<file path="src/rtl/fifo_wr_arb.sv">
// fifo_wr_arb: round-robin arbiter that shares the single write port of an
// async FIFO among NREQ requesters. Runs entirely in the write clock domain.
// The grant is combinational, so a word is written on the same wclk edge
// where req_valid & req_ready are both high.
// Optional packet locking: define FIFO_ARB_PKTLOCK_EN to keep the grant
// with one requester until the beat that has req_last set.
module fifo_wr_arb #(
    parameter int NREQ  = 4,
    parameter int DSIZE = 8,
    parameter int CNTW  = 16
) (
    input  logic                          wclk,
    input  logic                          wrst_n,
    input  logic [NREQ-1:0]               req_valid,
    input  logic [NREQ*DSIZE-1:0]         req_data,
    input  logic [NREQ-1:0]               req_last,
    output logic [NREQ-1:0]               req_ready,
    output logic                          winc,
    output logic [DSIZE-1:0]              wdata,
    input  logic                          wfull,
    output logic [$clog2(NREQ)-1:0]       gnt_id,
    output logic [CNTW-1:0]               wcount
);

    localparam int IW = $clog2(NREQ);

    logic [IW-1:0]    ptr_reg;
    logic [CNTW-1:0]  count_reg;
    logic [NREQ-1:0]  eligible;
    logic [IW-1:0]    winner;
    logic             found;
    logic             xfer;
    logic [IW-1:0]    ptr_next;
    logic [DSIZE-1:0] slices [NREQ];

`ifdef FIFO_ARB_PKTLOCK_EN
    typedef enum logic {IDLE = 1'b0, LOCKED = 1'b1} state_t;

    state_t          state_reg;
    logic [IW-1:0]   owner_reg;

    // While a packet is in flight only its owner may compete for the port.
    always_comb begin
        eligible = req_valid;
        if (state_reg == LOCKED) begin
            eligible = '0;
            eligible[owner_reg] = req_valid[owner_reg];
        end
    end

    // Packet-lock FSM: lock on a non-final beat, unlock on the final beat.
    // A stalled write (wfull) produces no xfer, so the FSM holds in place.
    always_ff @(posedge wclk or negedge wrst_n) begin
        if (!wrst_n) begin
            state_reg <= IDLE;
            owner_reg <= '0;
        end else if (xfer) begin
            case (state_reg)
                IDLE: begin
                    if (!req_last[winner]) begin
                        state_reg <= LOCKED;
                        owner_reg <= winner;
                    end
                end
                LOCKED: begin
                    if (req_last[owner_reg]) begin
                        state_reg <= IDLE;
                    end
                end
                default: state_reg <= IDLE;
            endcase
        end
    end
`else
    // Without packet locking every beat is re-arbitrated and req_last is unused.
    logic unused_last;
    assign unused_last = ^req_last;
    assign eligible    = req_valid;
`endif

    // Scan from ptr upward (mod NREQ) and pick the first eligible requester.
    always_comb begin
        int idx;
        found  = 1'b0;
        winner = '0;
        idx    = 0;
        for (int k = 0; k < NREQ; k++) begin
            idx = int'(ptr_reg) + k;
            if (idx >= NREQ) begin
                idx = idx - NREQ;
            end
            if (!found && eligible[idx]) begin
                found  = 1'b1;
                winner = idx[IW-1:0];
            end
        end
    end

    // Reset gates the handshake immediately, without waiting for a clock.
    assign xfer     = found & ~wfull & wrst_n;
    assign winc     = xfer;
    assign gnt_id   = winner;
    assign wcount   = count_reg;
    assign ptr_next = (winner == IW'(NREQ - 1)) ? '0 : winner + IW'(1);

    generate
        for (genvar gi = 0; gi < NREQ; gi++) begin : g_req
            assign slices[gi]    = req_data[gi*DSIZE +: DSIZE];
            assign req_ready[gi] = xfer && (winner == IW'(gi));
        end
    endgenerate

    assign wdata = slices[winner];

    // Advance the round-robin pointer past the winner and count written words.
    always_ff @(posedge wclk or negedge wrst_n) begin
        if (!wrst_n) begin
            ptr_reg   <= '0;
            count_reg <= '0;
        end else if (xfer) begin
            ptr_reg <= ptr_next;
            if (count_reg != {CNTW{1'b1}}) begin
                count_reg <= count_reg + CNTW'(1);
            end
        end
    end

endmodule

</file>
<file path="config.mk">
export PLATFORM = sky130hd
export DESIGN_NAME = fifo_wr_arb
export DESIGN_NICKNAME = d
export VERILOG_FILES = /design/src/rtl/fifo_wr_arb.sv
export SDC_FILE = /design/constraint.sdc
export NUM_CORES = 1
export LEC_CHECK = 0
export ABC_AREA = 1
export CAP_MARGIN = 20
export CORE_MARGIN = 5
export CORE_UTILIZATION = 35
export CTS_CLUSTER_DIAMETER = 60
export DETAILED_ROUTE_END_ITERATION = 10
export MAX_ROUTING_LAYER = met4
export PLACE_DENSITY = 0.71
export SLEW_MARGIN = 30
export SYNTH_ARGS = -nofsm -noshare
export SYNTH_HDL_FRONTEND = slang
export SYNTH_SLANG_ARGS = --single-unit
</file>
<file path="constraint.sdc">
create_clock -name wclk -period 2.4 [get_ports wclk]
set_input_delay 0.72 -clock wclk [delete_from_list [all_inputs] [get_ports wclk]]
set_output_delay 0.72 -clock wclk [all_outputs]
set_load 0.02 [all_outputs]
</file>
# Word-level counts from Yosys, hierarchy flattened

Cells that the tools add are included.

Logic and storage cells: 68
Bits in registers: 18
Input port bits: 43
Output and inout port bits: 31

Add/subtract/negate cells: 9
Equal/unequal tests: 4
Bitwise logic cells: 4
Magnitude comparators: 9
Reduce and logical (&&, ||, !) cells: 12
Mux-type cells: 28

Operators with widths:

| operator                | number |
|---|---|
| $lt A32 B4 Y1 const B   | 4 |
| $mux W32                | 4 |
| $add A16 B1 Y16 const B | 1 |
| $bmux W8 S2             | 1 |
| $mux W8                 | 2 |
| $ne A16 B16 Y1 const B  | 1 |
| $ge A3 B3 Y1 const B    | 4 |
| $mux W1                 | 12 |
| $sub A3 B3 Y4 const B   | 3 |
| $mux W2                 | 5 |
| $bmux W1 S2             | 4 |
| $logic_and A1 B1 Y1     | 7 |
| $add A2 B2 Y3 const B   | 2 |
| $eq A2 B2 Y1 const B    | 2 |
| $sub A2 B3 Y4 const B   | 1 |
| $add A2 B1 Y3 const B   | 1 |
| $ge A2 B3 Y1 const B    | 1 |
| $logic_not A1 Y1        | 3 |
| $not A2 Y3              | 1 |
| $add A2 B1 Y2 const B   | 1 |
| $and A1 B1 Y1           | 2 |
| $eq A2 B1 Y1 const B    | 1 |
| $logic_not A2 Y1        | 1 |
| $reduce_and A2 Y1       | 1 |
| $not A1 Y1              | 1 |

# Logic depth before layout (Yosys ltp)

Depth after elaboration: 19
Gate-level depth with buffers: 14
Gate-level depth less buffers: 13

# Worst setup path after synthesis

No wires, ideal clock.

Path kind: input-to-output
From: input port req_valid[3]
To: output port req_ready[3]
Stages: 10
Buffers on the path: 1
Arrival time: 2.026 ns
Required time: 1.680 ns
Path slack: -0.346 ns
Cells stage by stage: inv_1 nand2_1 nand3_1 nand2_2 nor2_4 nand3_2 nand2_4 nand2_4 buf_6 nor3_1

Cells in the longest elaborated chain, start to end: 16
Elaborated cells on any way between the ends: 30
Those cells by class: eq/ne: 1; mux: 20; bitwise: 2; reduce/logical: 7

RTL lines:

| what                                       | line | RTL |
|---|---|---|
| start, declared                            | 14   | `input logic [NREQ-1:0] req_valid,` |
| $bmux W1 S2                                | 92   | `if (!found && eligible[idx]) begin` |
| $mux W1 (implied by the code) (2 in a row) | 92   |  |
| $mux W1                                    | 92   |  |
| $logic_not A1 Y1                           | 92   |  |
| $logic_and A1 B1 Y1                        | 92   |  |
| $mux W1                                    | 92   |  |
| $logic_not A1 Y1                           | 92   |  |
| $logic_and A1 B1 Y1                        | 92   |  |
| $mux W1                                    | 92   |  |
| $logic_not A1 Y1                           | 92   |  |
| $logic_and A1 B1 Y1                        | 92   |  |
| $mux W1                                    | 92   |  |
| $and A1 B1 Y1 (2 in a row)                 | 100  | `assign xfer = found & ~wfull & wrst_n;` |
| $logic_and A1 B1 Y1 (*)                    | 109  | `assign req_ready[gi] = xfer && (winner == IW'(gi));` |
| end, declared                              | 17   | `output logic [NREQ-1:0] req_ready,` |

Every way passes the cells marked *; elsewhere a longest branch is shown, timed or not. The select of a mux whose other input is x is not followed.

# Worst setup path in the final report

From: register ptr_reg[0]
To: output port wdata[1]

Cells in the longest elaborated chain, start to end: 19
Elaborated cells on any way between the ends: 44
Those cells by class: add/sub: 7; order compare: 4; mux: 26; bitwise: 1; reduce/logical: 6

RTL lines:

| what                                                   | line | RTL |
|---|---|---|
| start, declared                                        | 27   | `logic [IW-1:0] ptr_reg;` |
| start signal, assigned                                 | 121  | `ptr_reg <= ptr_next;` |
| branches (longest 14 deep; another with $sub A3 B3 Y4) | -    |  |
| $mux W2 (*)                                            | 92   |  |
| $not A2 Y3 (implied by the code) (*)                   | 113  | `assign wdata = slices[winner];` |
| $bmux W8 S2 (*)                                        | 113  |  |
| $mux W8 (implied by the code) (*) (2 in a row)         | 113  |  |
| end, declared                                          | 19   | `output logic [DSIZE-1:0] wdata,` |

Every way passes the cells marked *. The select of a mux whose other input is x is not followed.

==> impl_metrics.tcl <==
set metrics [dict create \
    outcome "finished, violations left" \
    violations "negative setup slack" \
    fin_nets 425 \
    cts.sinks 18 \
    grt_pass1_wl_mm 9.27 \
    period_share 1.22 \
    rsz0062_at_grt "yes" \
    ys_async_sr_fraction 1.00 \
    drt_iter0_markers 156 \
    tns_ns -6.36 \
    critPathCaptureType "output port" \
    min_period_ns 2.93 \
    worstPathArrival_ns 2.21 \
    synth_edf_count 0 \
    dp.cells 409 \
    slew_viol_final 0 \
    grt_pass1_vias 2107 \
    synthesis.nets 320 \
    die_w_um 79.2 \
    overflow 0 \
    tritoncts "done" \
    p_per_area_mw_per_mm2 1550 \
    p_leak_nw 1.52 \
    switching_share 0.514 \
    crit_path_max_fanout 11 \
    top_level_ports 74 \
    netlist_area_sq_mm 0.00168 \
    core_sq_mm 0.00469 \
    post-dp-hpwl_mm 3.93 \
    fillers 359 \
    ys_ff_latch 18 \
    crit_chain "buf_4 -> nand2_1 -> nand2_1 -> nand2_1 -> nand2_4 -> a21oi_4 -> nand2_4 -> buf_12 -> nand2_8 -> nand2_1 -> nand2_1 -> nand2_1 -> nand2_2 -> buf_6" \
    drt_pass1_iterations 4 \
    numCtsBuffers 3 \
    tightest_slew_ns 0.333 \
    synth-main-ff-cell "dfrtp_1" \
    seq_power_share 0.091 \
    yosysUniqueCellTypes 25 \
    die_h_um 79.2 \
    switchingPower_mw 2.53 \
    largest_reg_flops 16 \
    path_class "register to output port" \
    syn2layout_area_growth_pct 89.6 \
    max-slew-margin-rel 0.776 \
    wire_per_inst_um 14.8 \
    rows 25 \
    cellInternalPower_mw 2.39 \
    dieArea_sq_mm 0.00627 \
    antenna_found_initial 0 \
    critPathSlowestCell "dfrtp_2" \
    gp_congestion 0.801 \
    drive_above_1_share 0.366 \
    ant_nets 0 \
    setup_ws_ns -0.531 \
    cp-start-kind "register" \
    wirelength_mm 6.44 \
    max-vdd-ir-drop_v 0.000714 \
    crit_top_cell "nand2_1" \
    synthCells 276 \
    stdcell_count 434 \
    clock_tree.root_cell "clkbuf_8" \
    grt_max_degree 19 \
    vias_per_cell 5.06 \
    ys_warn_count 0 \
    ys_seq_area_frac 0.269 \
    cts_max_level 1 \
    clk_pin_slew_ns 0.07 \
    clock_latency_ns 0.25 \
    syn_avg_cell_area_sq_um 6.07 \
    hold_viol_final 0 \
    start_util 0.357 \
    finClkSkew_ns 0.00273 \
    combPwrFrac 0.859 \
    min_path_type "register to register" \
    num_antenna_cells 0 \
    crit_required_ns 1.68 \
    finalSetupViolCount 15 \
    port_buffers 69 \
    vias 2197 \
    grt_use_total 0.187 \
    cap_violations 0 \
    cpPeakStageDelay_ns 0.44 \
    drc_errors 0 \
    clockBufferDepth 2 \
    clkPwrFrac 0.050 \
    fmax_ghz 0.341 \
]
-- critical path: cells and delay by family (launching register included) --
family          cells  cell delay, ns
simple gates       10            0.92
flops               1            0.44
buf+inv             3            0.44
compound gates      1            0.16
-- placed cells by master, fill, tap and decap left out, types with 10 or more instances in the layout --
cell type          n
nand2_1          116
nand3_2           17
xor2_1            10
buf_6             24
buf_4             27
dfrtp_1           16
nand2_4           11
nand2_2           18
inv_1             10
clkdlybuf4s50_1   50
-- timing repair --
item / 4_1_cts / 5_1_grt
cloned: 3 / 2
hold buffers: 0 / 0
setup endpoints to repair: 15 / 15
pin swaps: 31 / 18
resized for setup: 150 / 33
setup buffers: 6 / 12
-- cell type report --
cell class / instances / area, sq um / area share
Clock buffer: 4 / 55.1 / 0.0173
Inverter: 23 / 128 / 0.0401
Multi-Input combinational cell: 228 / 1410 / 0.442
Sequential cell: 18 / 453 / 0.142
Tap cell: 54 / 67.6 / 0.0213
Timing Repair Buffer: 107 / 1070 / 0.337
-- metal layers --
metal | global-route usage | routed length [um] | vias to the layer above
met5 | - | 0 | -
met4 | 0.0447 | 77 | 0
li1 | - | - | 1073
met2 | 0.335 | 3410 | 69
met1 | 0.217 | 2590 | 1046
met3 | 0.0306 | 362 | 9
-- cells in the mapped netlist, types with 2 or more instances --
master / instances / share of area
buf_2: 2 / 0.0060
nor3_1: 5 / 0.015
nor2_1: 12 / 0.027
nand3b_1: 2 / 0.0090
nand3_1: 30 / 0.090
xnor2_1: 5 / 0.026
nand4_1: 3 / 0.011
xor2_1: 10 / 0.052
inv_1: 18 / 0.040
inv_2: 5 / 0.011
buf_6: 6 / 0.040
nand2_2: 4 / 0.015
o21ai_1: 4 / 0.012
dfrtp_1: 18 / 0.27
nand2_4: 3 / 0.020
nand2_1: 140 / 0.31
-- through the flow --
stage / setup slack (ns) / cell area, sq um / util / power (mW) / hold WS, ns
6_report: -0.531 / 3180 / 0.678 / 4.92 / 0.526
5_1_grt: -0.597 / 3180 / 0.678 / 5.22 / 0.551
4_1_cts: -0.437 / 2970 / 0.632 / 4.31 / 0.531
3_5_place_dp: -1.36 / 2590 / 0.553 / 3.31 / 0.511
3_3_place_gp: -1.31 / 2590 / 0.553 / 3.27 / 0.515
2_1_floorplan: -0.0857 / 1790 / - / 2.37 / 0.424
-- logic make-up (layout without fill, tap and decap cells) --
logic type	after synthesis	after routing	share of synthesized area
flip-flops	18	18	0.269
XOR/XNOR	15	15	0.0784
AO/OA/AOI/OAI	7	7	0.0231
buffers and inverters	32	134	0.102
AND/OR/NAND/NOR	203	205	0.520
adder cells (fa/ha/maj)	1	1	0.00746
-- power by group through the flow --
stage | sequential [mW] | combinational [mW] | clock [mW]
final | 0.448 | 4.23 | 0.244
after global routing | 0.463 | 4.50 | 0.263
after CTS | 0.430 | 3.62 | 0.256
after detailed placement | 0.434 | 2.88 | 0
after global placement | 0.434 | 2.84 | 0
after floorplan | 0.471 | 1.89 | 0
-- final timing paths --
check                            from  slack [ns]         end  cells after the start
max in group asynchronous      wrst_n        1.32  ptr_reg[1]                      2
max                        ptr_reg[0]       -0.53    wdata[1]                     14
min reg2reg                 wcount[6]        0.53   wcount[6]                      2
min                         wcount[6]        0.53   wcount[6]                      2
max reg2reg                ptr_reg[0]        0.33  wcount[15]                     16
min in group asynchronous      wrst_n        0.88   wcount[5]                      2
(Power assumes the default switching activity.)
==> variant 1: new RTL, same settings <==
Register the output `wcount` once more, cleared by the reset; this adds one clock of latency there. The other outputs are not delayed to match.
--- a/src/rtl/fifo_wr_arb.sv
+++ b/src/rtl/fifo_wr_arb.sv
@@ -102,3 +102,9 @@
     assign gnt_id   = winner;
-    assign wcount   = count_reg;
+    always_ff @(posedge wclk or negedge wrst_n) begin
+        if (!wrst_n) begin
+            wcount <= '0;
+        end else begin
+            wcount <= count_reg;
+        end
+    end
     assign ptr_next = (winner == IW'(NREQ - 1)) ? '0 : winner + IW'(1);
Function: changed (a bounded check fails within 4 cycles, from zero or initial values and one cycle with wrst_n low).
==> variant 1 against the original RTL <==
Sequential cell count increased by 16. Final cell count up 17%. Wire length up 15%. Total power increased by 27%. Register-to-register slack got worse by 0.23 ns. Clock skew decreased by 0.00086 ns. Setup slack better by 0.049 ns. The run still ends with negative setup slack left. Area after synthesis grew 33%. Design area rose by 25%.
==> variant 1: results (changes against the original RTL) <==
Seq/Total Area, Yosys=0.381 (was 0.269); routed len/inst=14.5 um (was 14.8 um); post-place setup slack=-1.36 ns (about the same); Synth area leaders=dfrtp_1, nand2_1, nand3_1, inv_1, xor2_1 (was nand2_1, dfrtp_1, nand3_1, xor2_1, inv_1); placed wire-length estimate=4.93 mm (was 3.93 mm); final number of setup-violating endpoints=15 (unchanged); r2r setup slk=0.10 ns (was 0.33 ns); worst setup margin=-0.483 ns (was -0.531 ns); nets=474 (was 425); first-pass GRT wire length=11.7 mm (was 9.27 mm); Cells after DPL=480 (was 409); top post-synthesis cells by count=nand2_1, inv_1, nand3_1, dfrtp_1, nor2_1 (was nand2_1, nand3_1, dfrtp_1, inv_1, nor2_1); leak pwr=1.97 nW (was 1.52 nW); TritonCTS buffer count=5 (was 3); Switch Pwr=3.04 mW (was 2.53 mW); Worst slew margin=0.726 (was 0.776); failing checks=negative setup slack (unchanged); largest net degree at the start of global routing=35 (was 19); H-tree depth=2 (was 1); cells on worst reg2reg path=15 (was 16); FF-to-FF End=count_reg[0] (was wcount[15]); outcome=finished with violations (unchanged); Avg Cell Area, Syn=7.11 um^2 (was 6.07 um^2); worst vdd ir=1.20 mV (was 0.714 mV); Clock Skews=0.00187 ns (was 0.00273 ns); Final GP Congestion=0.889 (was 0.801)
[variant 1: cell count changes after synthesis, sizes merged, moves of 2 or more]
cell    before  now
nand2      147  105
inv         23   58
nand3       31   57
dfrtp       18   34
o21ai        6   10
nand3b       2    0
[variant 1: cells by family (layout without fill, tap and decap cells)]
group,count (synthesis),in the layout,synth area share
buffers and inverters,67,183,0.132
DFF,34,34,0.381
AOI/OAI and AO/OA,10,10,0.0308
and+or+nand+nor,187,188,0.391
xor gates and xnor gates,15,15,0.0589
adders and majority gates,1,1,0.00560
[variant 1: per-layer routing]
metal / up-vias / wire length [um] / track usage / share of wire
met5: - / 0 / - / 0
met2: 60 / 3910 / 0.306 / 0.53
met3: 19 / 203 / 0.0292 / 0.027
met4: 0 / 223 / 0.0558 / 0.030
li1: 1207 / - / - / -
met1: 1157 / 3050 / 0.210 / 0.41
[variant 1: through the flow]
stage / hold WS (ns) / util
final: 0.408 / 0.635
after CTS: 0.407 / 0.606
after floorplan: 0.374 / -
after global routing: 0.431 / 0.635
after detailed placement: 0.391 / 0.530
after global placement: 0.389 / 0.530
[variant 1: power groups by stage]
stage	Clock [mW]	Combinational (mW)	Sequential, mW
after floorplan	0	2.10	0.854
final	0.429	4.99	0.826
after CTS	0.435	4.53	0.817
after global routing	0.467	5.27	0.842
after global placement	0	3.54	0.810
after detailed placement	0	3.60	0.818
[variant 1: repair_timing]
| action | 4_1_cts | 5_1_grt |
|---|---|---|
| setup buffers | 8 | 6 |
| endpoints found under the setup margin | 15 | 15 |
| pin swaps | 38 | 27 |
| cloned | 4 | 2 |
| gates resized for setup | 171 | 29 |
[variant 1: worst max path at each step]
stage / endpoint / slack (ns) / cells after the start
global route: wdata[4] / -0.58 / 13
finish: wdata[4] / -0.48 / 13
detailed placement: wdata[4] / -1.36 / 13
CTS: wdata[4] / -0.43 / 13
global placement: wdata[5] / -1.29 / 13
floorplan: wdata[1] / -0.07 / 12
[variant 1: final cells by class]
cell class,instances,area [um^2]
clock buffer,7,86.3
clock inverter,1,5.00
fill,509,2290
inverter,58,230
multi-input combinational,214,1550
sequential,34,853
tap,77,96.3
timing repair buffer,115,1150
timing repair inverter,2,13.8
[variant 1: worst max-delay path: stages (launching register included)]
cell	delay [ns]
dfrtp_2	0.48
buf_6	0.16
nand2_4	0.04
nand2_2	0.06
buf_4	0.13
nand2_2	0.12
o21ai_4	0.09
inv_2	0.07
nand3_4	0.16
buf_16	0.20
nand3_2	0.07
nand3_1	0.10
nand2_2	0.08
buf_6	0.11
==> variant 2: new RTL, config.mk and constraints unchanged <==
Without the edit above. The parameter `NREQ` goes from 4 to 2.
--- a/src/rtl/fifo_wr_arb.sv
+++ b/src/rtl/fifo_wr_arb.sv
@@ -7,3 +7,3 @@
 module fifo_wr_arb #(
-    parameter int NREQ  = 4,
+    parameter int NREQ  = 2,
     parameter int DSIZE = 8,
Interface: changed (5 resized); port bits go from 74 to 51. No check against the original RTL was run, so the function may have changed too.
==> variant 2 against the original RTL <==
Area after synthesis is 29% lower. Combinational power down 90%. Utilization decreased by 13 points. Die area is 26% lower. Non-clock buffer count is 53 lower. Count of clock-buffer cells in the layout is 1 lower. Clock skew increased by 0.014 ns. Wire length shrank 54%. Setup slack gained 0.61 ns. Design area shrank 43%. Sequential cell count is 1 lower. Largest power group unchanged. Total power shrank 80%. Via count fell by 44%.
==> variant 2: results (changes against the original RTL) <==
Post-Syn Nets=204 (was 320); Overall Global Routing Usage=0.141 (was 0.187); DP Area=1760 um^2 (was 2590 um^2); worst vdd ir=0.356 mV (was 0.714 mV); first-pass GRT wire length=4.86 mm (was 9.27 mm); nets=261 (was 425); cells on worst reg2reg path=9 (was 16); Worst slew margin=0.819 (was 0.776); largest net degree at the start of global routing=18 (was 19); r2r startpoint=wcount[0] (was ptr_reg[0]); port bufs=48 (was 69); root buf cell=clkbuf_4 (was clkbuf_8); Iteration-0 DRC Markers=60 (was 156); vias in the first global route=1146 (was 2107); Synth area leaders=dfrtp_1, nand2_1, inv_1, nor2_1, nor2_4 (was nand2_1, dfrtp_1, nand3_1, xor2_1, inv_1); critical path capture point type=output port (unchanged); Reg clk slew, reported paths=0.11 ns (was 0.07 ns); leak pwr=0.877 nW (was 1.52 nW); critical path arrival=1.60 ns (was 2.21 ns); top post-synthesis cells by count=nand2_1, dfrtp_1, inv_1, nor2_1, nand3_1 (was nand2_1, nand3_1, dfrtp_1, inv_1, nor2_1); CP Max Fanout=8 (was 11); Seq/Total Area, Yosys=0.358 (was 0.269); adder-cell share of the synthesized area=0.0105 (was 0.00746); xor and xnor area share after synthesis=0.0368 (was 0.0784); worst skew pair latency=0.29 ns (was 0.25 ns); DRT Wirelength=2.98 mm (was 6.44 mm); Clock Skews=0.0165 ns (was 0.00273 ns); share of cells above drive strength 1=0.199 (was 0.366); Synth Area in Compound Gates=0.0505 (was 0.0231); Final GP Congestion=0.790 (was 0.801); Syn Inst Count=180 (was 276); FF-to-FF End=wcount[9] (was wcount[15]); outcome=completed (was finished with violations); placed wire-length estimate=2.46 mm (was 3.93 mm); post-synth top area cell=dfrtp_1 (was nand2_1)
==> variant 2: area by class of cell <==
cell class | count | area [um^2]
flip-flops and latches | 17 | 425
repair buffers | 54 | 536
inverters | 19 | 72.6
fillers | 345 | 1490
well taps | 46 | 57.6
clock buffers | 3 | 22.5
multi-input cells | 142 | 699
clock inverters | 1 | 5.00
==> variant 2: repair_timing <==
action	4_1_cts	5_1_grt
pin swaps	4	2
setup endpoints to repair	12	5
gates resized for setup	72	7
==> variant 2: power breakdown <==
| part | internal, mW | switching, mW |
|---|---|---|
| combinational | 0.211 | 0.229 |
| clock | 0.0619 | 0.0874 |
| sequential | 0.336 | 0.0713 |
| total | 0.609 | 0.388 |
==> variant 2: metal layers <==
| layer | global-route usage | wire (um) | part of all wire |
|---|---|---|---|
| met5 | - | 0 | 0 |
| met4 | 0.0397 | 25 | 0.0084 |
| met3 | 0.0328 | 105 | 0.035 |
| met2 | 0.238 | 1480 | 0.50 |
| met1 | 0.168 | 1360 | 0.46 |
==> variant 2: metrics by stage <==
step	instances	hold WS [ns]	power, mW	TNS [ns]	worst slack (ns)
finish	282	0.508	0.997	0	0.0775
global route	282	0.538	1.07	-0.00212	-0.00212
CTS	282	0.544	1.01	0	0.00373
detailed placement	278	0.519	0.846	-7.03	-0.641
global placement	278	0.503	0.842	-6.91	-0.630
floorplan	180	0.424	0.628	0	0.268
==> variant 2: worst max-delay path, cell delays in order <==
cell	delay, ns
clkdlybuf4s15_1	0.19
a21oi_2	0.20
clkinv_2	0.10
buf_6	0.14
nand2_1	0.06
nand2_1	0.06
buf_6	0.13
==> variant 2: logic make-up after synthesis <==
group                      count (synthesis)
and+or+nand+nor                          126
buffers and inverters                     21
DFF                                       17
AOI/OAI and AO/OA                         10
xor gates and xnor gates                   5
adders and majority gates                  1
==> variant 2: worst max-delay path by stage <==
| stage | slack [ns] | cells past startpoint | end | start |
|---|---|---|---|---|
| 2_1_floorplan | 0.27 | 4 | req_ready[1] | req_valid[1] |
| 3_3_place_gp | -0.63 | 7 | wdata[1] | req_valid[1] |
| 3_5_place_dp | -0.64 | 7 | wdata[1] | req_valid[1] |
| 4_1_cts | 0.004 | 4 | req_ready[1] | wrst_n |
| 5_1_grt | -0.002 | 8 | wdata[4] | req_valid[1] |
| 6_report | 0.08 | 7 | wdata[4] | req_valid[0] |
